<file path="src/rtl/not_not_answer_judge.sv">
// Answer judge for a NotNot round: waits for the player's first new press against the
// latched colour mask, enforces a per-round timeout, and keeps score, lives and game-over.
module not_not_answer_judge #(
  parameter int TIMEOUT_CYCLES = 50_000_000,
  parameter int SCORE_WIDTH    = 8,
  parameter int START_LIVES    = 3
) (
  input  logic                   clock,
  input  logic                   reset,
  input  logic                   round_start,
  input  logic [3:0]             expected,
  input  logic [3:0]             player_in,
  output logic                   round_busy,
  output logic                   result_valid,
  output logic                   result_correct,
  output logic                   result_timeout,
  output logic [SCORE_WIDTH-1:0] score,
  output logic [1:0]             lives,
  output logic                   game_over
);

  localparam int TW = (TIMEOUT_CYCLES > 2) ? $clog2(TIMEOUT_CYCLES) : 1;
  localparam logic [TW-1:0] TIMER_LAST = TW'(TIMEOUT_CYCLES - 1);

  typedef enum logic [1:0] {IDLE, WAIT, RESULT, OVER} state_t;

  state_t        state;
  logic [3:0]    exp_q;
  logic [3:0]    prev_q;
  logic [TW-1:0] timer;
  logic [3:0]    press_edge;

  // Only buttons that go from released to pressed during the round count as an answer.
  assign press_edge = player_in & ~prev_q;

  always_ff @(posedge clock) begin
    if (reset) begin
      state          <= IDLE;
      exp_q          <= '0;
      prev_q         <= '0;
      timer          <= '0;
      round_busy     <= 1'b0;
      result_valid   <= 1'b0;
      result_correct <= 1'b0;
      result_timeout <= 1'b0;
      score          <= '0;
      lives          <= 2'(START_LIVES);
      game_over      <= 1'b0;
    end else begin
      case (state)
        IDLE: begin
          if (round_start) begin
            exp_q      <= expected;
            prev_q     <= player_in;
            timer      <= '0;
            round_busy <= 1'b1;
            state      <= WAIT;
          end
        end
        WAIT: begin
          prev_q <= player_in;
          if (press_edge != 4'b0000) begin
            // A multi-press is judged as a set: every new colour must be acceptable.
            result_correct <= ((press_edge & ~exp_q) == 4'b0000);
            result_timeout <= 1'b0;
            result_valid   <= 1'b1;
            round_busy     <= 1'b0;
            state          <= RESULT;
          end else if (timer == TIMER_LAST) begin
            result_correct <= (exp_q == 4'b0000);
            result_timeout <= 1'b1;
            result_valid   <= 1'b1;
            round_busy     <= 1'b0;
            state          <= RESULT;
          end else begin
            timer <= timer + TW'(1);
          end
        end
        RESULT: begin
          result_valid <= 1'b0;
          if (result_correct) begin
            if (score != '1) score <= score + SCORE_WIDTH'(1);
            state <= IDLE;
          end else begin
            lives <= lives - 2'd1;
            if (lives == 2'd1) begin
              game_over <= 1'b1;
              state     <= OVER;
            end else begin
              state <= IDLE;
            end
          end
        end
        OVER: begin
          state <= OVER;
        end
        default: state <= IDLE;
      endcase
    end
  end

endmodule
</file>
<file path="config.mk">
export PLATFORM = sky130hd
export DESIGN_NAME = not_not_answer_judge
export DESIGN_NICKNAME = d
export VERILOG_FILES = /design/src/rtl/not_not_answer_judge.sv
export SDC_FILE = /design/constraint.sdc
export NUM_CORES = 1
export LEC_CHECK = 0
export BUFFER_PORTS_ARGS = -buffer_cell sky130_fd_sc_hd__buf_2
export CAP_MARGIN = 5
export CORE_UTILIZATION = 40
export CTS_CLUSTER_SIZE = 14
export DETAILED_ROUTE_END_ITERATION = 10
export PLACE_DENSITY = 0.62
export SLEW_MARGIN = 20
export SYNTH_ARGS = -nofsm -noshare
export SYNTH_HDL_FRONTEND = slang
export SYNTH_SLANG_ARGS = --single-unit
export TNS_END_PERCENT = 20
</file>
<file path="constraint.sdc">
create_clock -name clock -period 2.49 [get_ports clock]
set_clock_uncertainty 0.1 [all_clocks]
set_input_delay 0.6225 -clock clock [delete_from_list [all_inputs] [get_ports clock]]
set_output_delay 0.6225 -clock clock [all_outputs]
set_load 0.02 [all_outputs]
</file>
; Word level (Yosys, flattened, before mapping)
; Index checks and enable logic that the tools add are counted.
[word_totals]
ff_bits = 51
inputBits = 11
[classes]
reduce_logical = 17
n_eq_ne = 10
muxes = 22
n_addsub = 3
n_bitwise = 5
[op_table]
columns = op, count
row1 = 2-to-1 mux 26 bit, 3
row2 = one-hot mux 26 bit (2 select lines), 1
row3 = "adder 26 x 1 -> 26 bit, second input constant", 1
row4 = "== test 26 bit, second input constant", 1
row5 = AND reduction 2 bit, 6
row6 = 2-to-1 mux 2 bit, 5
row7 = AND reduction 3 bit, 3
row8 = "adder 8 x 1 -> 8 bit, second input constant", 1
row9 = bitwise AND 4 bit, 2
row10 = zero test 4 bit, 2
row11 = 2-to-1 mux 1 bit, 8
row12 = "!= test 8 bit, second input constant", 1
row13 = inverter 4 bit, 2
row14 = one-hot mux 2 bit (4 select lines), 1
row15 = one-hot mux 4 bit (2 select lines), 1
row16 = "!= test 2 bit, second input constant", 3
row17 = nonzero test 2 bit, 3
row18 = "== test 2 x 1 -> 1 bit, second input constant", 2
row19 = "== test 2 bit, second input constant", 2
row20 = 2-to-1 mux 4 bit, 1
row21 = one-hot mux 1 bit (2 select lines), 2
row22 = AND reduction 4 bit, 1
row23 = nonzero test 4 bit, 1
row24 = "!= test 3 bit, second input constant", 1
row25 = 3 further kinds, 3

; Logic depth before layout (Yosys ltp)
; Gate-level depths: netlist of run 1.
[logic_depth]
depth_word = 5
depth_mapped = 8
mapped_depth_nobuf = 6

; Worst setup path after synthesis of run 1
; OpenSTA, ideal clock, no wires.
[synth_timing]
path_type = input to register
from = input port player_in[2]
to = register timer[18]
path_stages = 7
arrival_ps = 2179
setup_slack_ps = 140
required_ps = 2318
cell_sequence = nor2b_1 -> nor4_4 -> a21oi_2 -> buf_6 -> buf_2 -> nor4_2 -> mux2i_1
[synth_between]
elab_chain_cells = 4
[synth_lines]
columns = element, line_no
row1 = start: declaration, 12  ; input logic [3:0] player_in,
row2 = bitwise AND 4 bit, 34  ; assign press_edge = player_in & ~prev_q;
row3 = nonzero test 4 bit, 62  ; if (press_edge != 4'b0000) begin
row4 = != test 2 bit (no source line), -
row5 = AND reduction 4 bit (no source line), -
row6 = end signal: assignment, 76  ; timer <= timer + TW'(1);
row7 = end: declaration, 30  ; logic [TW-1:0] timer;
; Every way passes these cells.
; A chain may end at the register's enable or synchronous reset.

; Final worst setup path of run 1
[layout_timing]
from = register timer[1]
to = register result_correct
[layout_between]
elab_chain_cells = 3
[layout_lines]
columns = element, line_no
row1 = == test 26 bit, 69  ; end else if (timer == TIMER_LAST) begin
row2 = nonzero test 2 bit (no source line), -
row3 = AND reduction 2 bit (no source line), -
row4 = end signal: assignment, 64  ; result_correct <= ((press_edge & ~exp_q) == 4'b0000);
row5 = end signal: assignment, 70  ; result_correct <= (exp_q == 4'b0000);
row6 = end: declaration, 15  ; output logic result_correct,
; Every way passes these cells.

==> results of run 1 <==
-- flip-flops by register name, indices dropped and copies added, names as in the netlist --
| name | cells |
|---|---|
| result_timeout | 1 |
| timer | 26 |
| score | 8 |
| game_over | 1 |
| state | 2 |
| result_correct | 1 |
| exp_q | 4 |
| prev_q | 4 |
| lives | 2 |
| round_busy | 1 |
| result_valid | 1 |
-- how the worst max path moves through the flow --
stage / end / slack, ps / cells past startpoint
after floorplan: timer[18] / 140 / 7
after global placement: timer[5] / -100 / 7
after detailed placement: timer[5] / -140 / 7
after CTS: timer[5] / 200 / 7
after global routing: timer[5] / 110 / 6
final: result_correct / 250 / 7
-- kinds of logic (layout without fill, tap and decap cells) --
| logic type | after synthesis | in the layout | share of synthesized area |
|---|---|---|---|
| AO/OA/AOI/OAI | 66 | 66 | 0.163 |
| XOR/XNOR | 8 | 8 | 0.0267 |
| adder cells (fa/ha/maj) | 3 | 3 | 0.0143 |
| buffers and inverters | 24 | 59 | 0.0396 |
| flip-flops | 51 | 51 | 0.389 |
| multiplexers | 11 | 11 | 0.0425 |
| AND/OR/NAND/NOR | 148 | 148 | 0.324 |
-- cell type report --
cell class / instances / area (um2)
repair buffers: 44 / 268
multi-input cells: 236 / 1500
flip-flops and latches: 51 / 1020
clock buffers: 5 / 68.8
clock inverters: 3 / 23.8
fillers: 624 / 3350
inverters: 7 / 26.3
well taps: 77 / 96.3
-- layer usage --
metal,share of wire,vias up,track usage
met5,0,-,0
met4,0.018,0,0.0737
met3,0.030,11,0.0328
met2,0.45,37,0.295
met1,0.50,1109,0.253
li1,-,1218,-
-- worst reg2reg max path, cell delays in order (launching register included) --
cell	delay (ps)
dfxtp_1	390
ha_1	240
and4_1	240
nand4_1	280
buf_4	250
or2_2	300
a21oi_1	240
a211oi_1	100
-- through the flow --
| step | util | power [mW] | instances |
|---|---|---|---|
| floorplan | - | 0.988 | 311 |
| global placement | 0.458 | 1.04 | 415 |
| detailed placement | 0.458 | 1.05 | 415 |
| CTS | 0.473 | 1.54 | 423 |
| global route | 0.473 | 1.59 | 423 |
| finish | 0.473 | 1.52 | 423 |
-- cells in the final DEF (no fill, tap or decap), drive strengths merged, types with 2 or more instances in the layout --
cell / n
nor3: 8
ha: 3
nor2b: 9
or4: 11
nand3b: 2
xnor2: 3
a21boi: 7
o21ai: 13
a21oi: 20
nand3: 13
a211oi: 3
a31oi: 5
nor4: 8
mux2i: 10
nor4b: 4
or3b: 3
and4: 5
nor2: 29
and3: 4
nand2: 29
and2: 3
clkinvlp: 2
buf: 44
clkbuf: 5
xor2: 5
nand4: 11
o211ai: 4
o221a: 2
or3: 6
inv: 8
o31ai: 9
dfxtp: 51
-- power by group --
part           internal [mW]  switching [mW]  total, mW
Sequential             0.834          0.0147      0.849
Clock                  0.202           0.295      0.497
Combinational         0.0679           0.108      0.176
Total                   1.10           0.418       1.52
==> metrics.txt, run 1 <==
Critical Path AT 2340 ps; Final WS setup 246 ps; Seq/Total Area, Yosys 0.389; TritonCTS clock tree built; setup_tns 0 ps; DRT antenna net count 0; Static Leakage 1.05 nW; Critical Path RT 2590 ps; GRT overflow 0; Distinct cells, synth 47; worst reg2reg setup slack 250 ps; CP startpoint kind flip-flop; hold buffers post-CTS 0; top post-synthesis cells by area dfxtp_1, nand2_1, nor2_1; routability cong. 0.856; first-pass GRT wire length 10.6 mm; worst r2r dst result_correct; most frequent cell after synthesis dfxtp_1; post-DP HPWL 4.28 mm; layout cells sized above 1 0.191; dpl cell area 2910 um2; DR DRC count 0; number of buffers added on ports 25; initial antenna violation count 0; Fin. Hold Viols 0; Resize count post-CTS 0; pre-CTS WS -135 ps; hold slack final 359 ps; Hold Path Origin prev_q[2]; via count 2375; Post-Synthesis Cells 311; number of global-route vias before repair 2263; clock buffer count from CTS 5; synth cell count leaders dfxtp_1, nand2_1, nor2_1, a21oi_1; Crit path buffers/inverters 1; Max-Cap Viols 0; ant diodes 0; Net Count, Synth 325; clk slew on worst S/H paths 100 ps; DRT iter0 DRCs 159; Tcrit/Tclk final 0.901; #FFs+latches synth 51; synthesized area 2620 um2; Setup-failing EPs final 0; Clock Path Buffers 2; unrepaired setup endpoints after global routing no; Starting Density 0.413; wire per inst 14.4 um; Slowest-stage cell, CP dfxtp_1; area share of the largest cell type after synthesis 0.389; hold endpoint prev_q[2]; # clock sinks 51; vias per cell 5.61; worst-path fanout max 5; largest net degree at the start of global routing 26; Total Routing Usage GR 0.187; Critical Path, Cell by Cell ha_1 -> and4_1 -> nand4_1 -> buf_4 -> or2_2 -> a21oi_1 -> a211oi_1; drt first pass iters 4; largest area contributor in the netlist dfxtp_1; EDFF count, synth 0; R2R depth 7; worst hold path type reg -> reg; die height 83.0 um; Routed WL 6.09 mm; Pins Over Slew Limit 0; Nets 359; Pwr per Cell Area 507 nW/um2; Skew-Pair Late Insertion Delay 310 ps; fmax 446 MHz; worst hold stages 2; final instance area 3000 um2; Layout area overhead 14.5%; Die Area 6880 um2; Core Region 6350 um2; Max stage delay on crit path 390 ps; Post-CTS Setup Bufs 0; Syn Area/Cell 8.43 um2; root buffer cell clkbuf_8; depth of the CTS H-tree 2; Ys Warns 0; Rel. slew slack 0.402; Rows 29; reg2reg start timer[1]; VDD IR-drop max 0.418 mV; Top-Level Pins 26; Die Wd 83.0 um; Async S/R FF share, synth 0; main flop type after synthesis dfxtp_1; fin crit period 2240 ps; CP Class reg -> reg; CP startpoint timer[1]; outcome completed; worst slew pin tran 897 ps; Top delay family on crit path simple AND/OR/NAND/NOR gates; critical path endpoint category flip-flop
(Power assumes the default switching activity.)
==> run 2, diff against run 1 <==
- CELL_PAD_IN_SITES_DETAIL_PLACEMENT: unset -> 1
- CELL_PAD_IN_SITES_GLOBAL_PLACEMENT: unset -> 2
- CORE_UTILIZATION: 40 -> 35
- CTS_CLUSTER_DIAMETER: unset -> 60
- PLACE_DENSITY: 0.62 -> 0.82
==> run 2 against run 1 <==
  * Sequential cell count stayed put
  * Global-route usage up 0.69 points
  * Clock power grew 5.6%
  * Register-to-register slack got worse by 30 ps
  * Routed wire length up 15%
  * Highest routed layer unchanged
  * Die area grew 14%
  * Core utilization decreased by 5.4 points
  * Largest power group unchanged
  * Total power increased by 1.8%
  * Non-clock buffer count is the same
  * Fmax decreased by 1.5%
  * Sequential share of layout area fell by 0.38 points
  * First-iteration DRC count unchanged
  * Critical path type unchanged
==> metrics.txt, run 2 (synthesis results as in run 1) <==
worst hold path type reg -> reg (unchanged); register area 1020 um2 (unchanged); GRT overflow 0 (unchanged); DR DRC count 0 (unchanged); Layout area overhead 15.7% (was 14.5%); Top-Level Pins 26 (unchanged); reg2reg start state[1] (was timer[1]); Pwr per Cell Area 510 nW/um2 (was 507 nW/um2); Filler cells 894 (was 624); worst r2r dst timer[4] (was result_correct); DRT antenna net count 0 (unchanged); post-DP HPWL 5.06 mm (was 4.28 mm); Die Area 7840 um2 (was 6880 um2); fin util 0.418 (was 0.473); worst-path fanout max 22 (was 5); worst slew pin tran 1000 ps (was 897 ps); VDD IR-drop max 0.196 mV (was 0.418 mV); final instance area 3040 um2 (was 3000 um2); most common cell after layout, fill and taps aside dfxtp_1 (unchanged); Tcrit/Tclk final 0.914 (was 0.901); vias per cell 5.45 (was 5.61); largest net degree at the start of global routing 24 (was 26); root buffer cell clkbuf_8 (unchanged); initial antenna violation count 0 (unchanged); Skew-Pair Late Insertion Delay 320 ps (was 310 ps); pre-CTS WS -167 ps (was -135 ps); Post-CTS Setup Bufs 0 (unchanged); layout cells sized above 1 0.191 (unchanged); CP Class reg -> reg (unchanged); CP startpoint kind flip-flop (unchanged); Biggest register timer (unchanged); Core Region 7250 um2 (was 6350 um2); dpl cell area 2940 um2 (was 2910 um2); Rel. slew slack 0.331 (was 0.402); fmax 439 MHz (was 446 MHz); Resize count post-CTS 0 (unchanged); Clock Path Buffers 2 (unchanged); # clock sinks 51 (unchanged); drt first pass iters 4 (unchanged); fin crit period 2280 ps (was 2240 ps); first-pass GRT wire length 11.7 mm (was 10.6 mm); critical path endpoint category flip-flop (unchanged); Setup-failing EPs final 0 (unchanged); Critical Path RT 2600 ps (was 2590 ps); unrepaired setup endpoints after global routing no (unchanged); CP startpoint state[1] (was timer[1]); routability cong. 0.802 (was 0.856); TritonCTS clock tree built (unchanged); die height 88.6 um (was 83.0 um); Nets 359 (unchanged); Static Leakage 1.05 nW (about the same); max reg flops 26 (unchanged); ant diodes 0 (unchanged); DRT iter0 DRCs 159 (unchanged); Pins Over Slew Limit 0 (unchanged); clk slew on worst S/H paths 100 ps (about the same); most frequent cells in the layout dfxtp_1, nand2_1, nor2_1 (unchanged); Starting Density 0.362 (was 0.413); number of buffers added on ports 25 (unchanged); Max-Cap Viols 0 (unchanged); clock buffer count from CTS 5 (unchanged); number of global-route vias before repair 2399 (was 2263); outcome completed (unchanged); Final WS setup 213 ps (was 246 ps); Critical Path AT 2380 ps (was 2340 ps); Routed WL 7.02 mm (was 6.09 mm); R2R depth 6 (was 7); hold buffers post-CTS 0 (unchanged); depth of the CTS H-tree 2 (unchanged); worst reg2reg setup slack 210 ps (was 250 ps); wire per inst 15.8 um (was 14.4 um); crit path to timer[4] (was result_correct); Final Power 1.55 mW (was 1.52 mW); Rows 31 (was 29); area of the multi-input gates 1500 um2 (unchanged); via count 2426 (was 2375); Die Wd 88.6 um (was 83.0 um); Top Registers timer (26), score (8) (unchanged); Fin. Hold Viols 0 (unchanged); Total Routing Usage GR 0.194 (was 0.187)
-- run 2: cell types whose count changed in the layout (fill, tap and decap cells not counted), sizes merged --
| cell | before | now |
|---|---|---|
| clkinv | 0 | 1 |
| clkinvlp | 2 | 1 |
| clkbuf | 5 | 6 |
| inv | 8 | 7 |
-- run 2: area by class of cell --
cell class | count | share of cell area
repair buffers | 44 | 0.0882
inverters | 7 | 0.00866
well taps | 99 | 0.0408
multi-input cells | 236 | 0.493
clock inverters | 2 | 0.00536
flip-flops and latches | 51 | 0.336
clock buffers | 6 | 0.0272
-- run 2: metal layers --
layer  track usage  up-vias  part of all wire
met2         0.320       31              0.47
met1         0.258     1174              0.49
met5             0        -                 0
met3        0.0308        8             0.026
li1              -     1213                 -
met4        0.0645        0             0.014
-- run 2: worst min-delay path by stage --
stage	from	end	slack, ps	cells past startpoint
after floorplan	prev_q[0]	prev_q[0]	330	2
final	prev_q[0]	prev_q[0]	360	2
after global placement	prev_q[2]	prev_q[2]	340	2
after CTS	prev_q[0]	prev_q[0]	370	2
after global routing	prev_q[0]	prev_q[0]	400	2
after detailed placement	prev_q[0]	prev_q[0]	350	2
-- run 2: through the flow --
stage	hold WS, ps	cells	setup TNS [ps]
final	360	445	0
after global routing	396	445	0
after CTS	366	445	0
after detailed placement	351	437	-832
after global placement	342	437	-136
after floorplan	332	311	0
-- run 2: worst max-delay path: stages, from the launching register on --
cell     delay, ps
dfxtp_1        450
inv_1          100
and3_1         210
a21oi_2        730
buf_4          280
nor3_1          50
o221a_2        230
-- run 2: where the power goes --
group	internal [mW]	switching, mW
combinational	0.0652	0.109
sequential	0.834	0.0155
clock	0.228	0.297
total	1.13	0.422
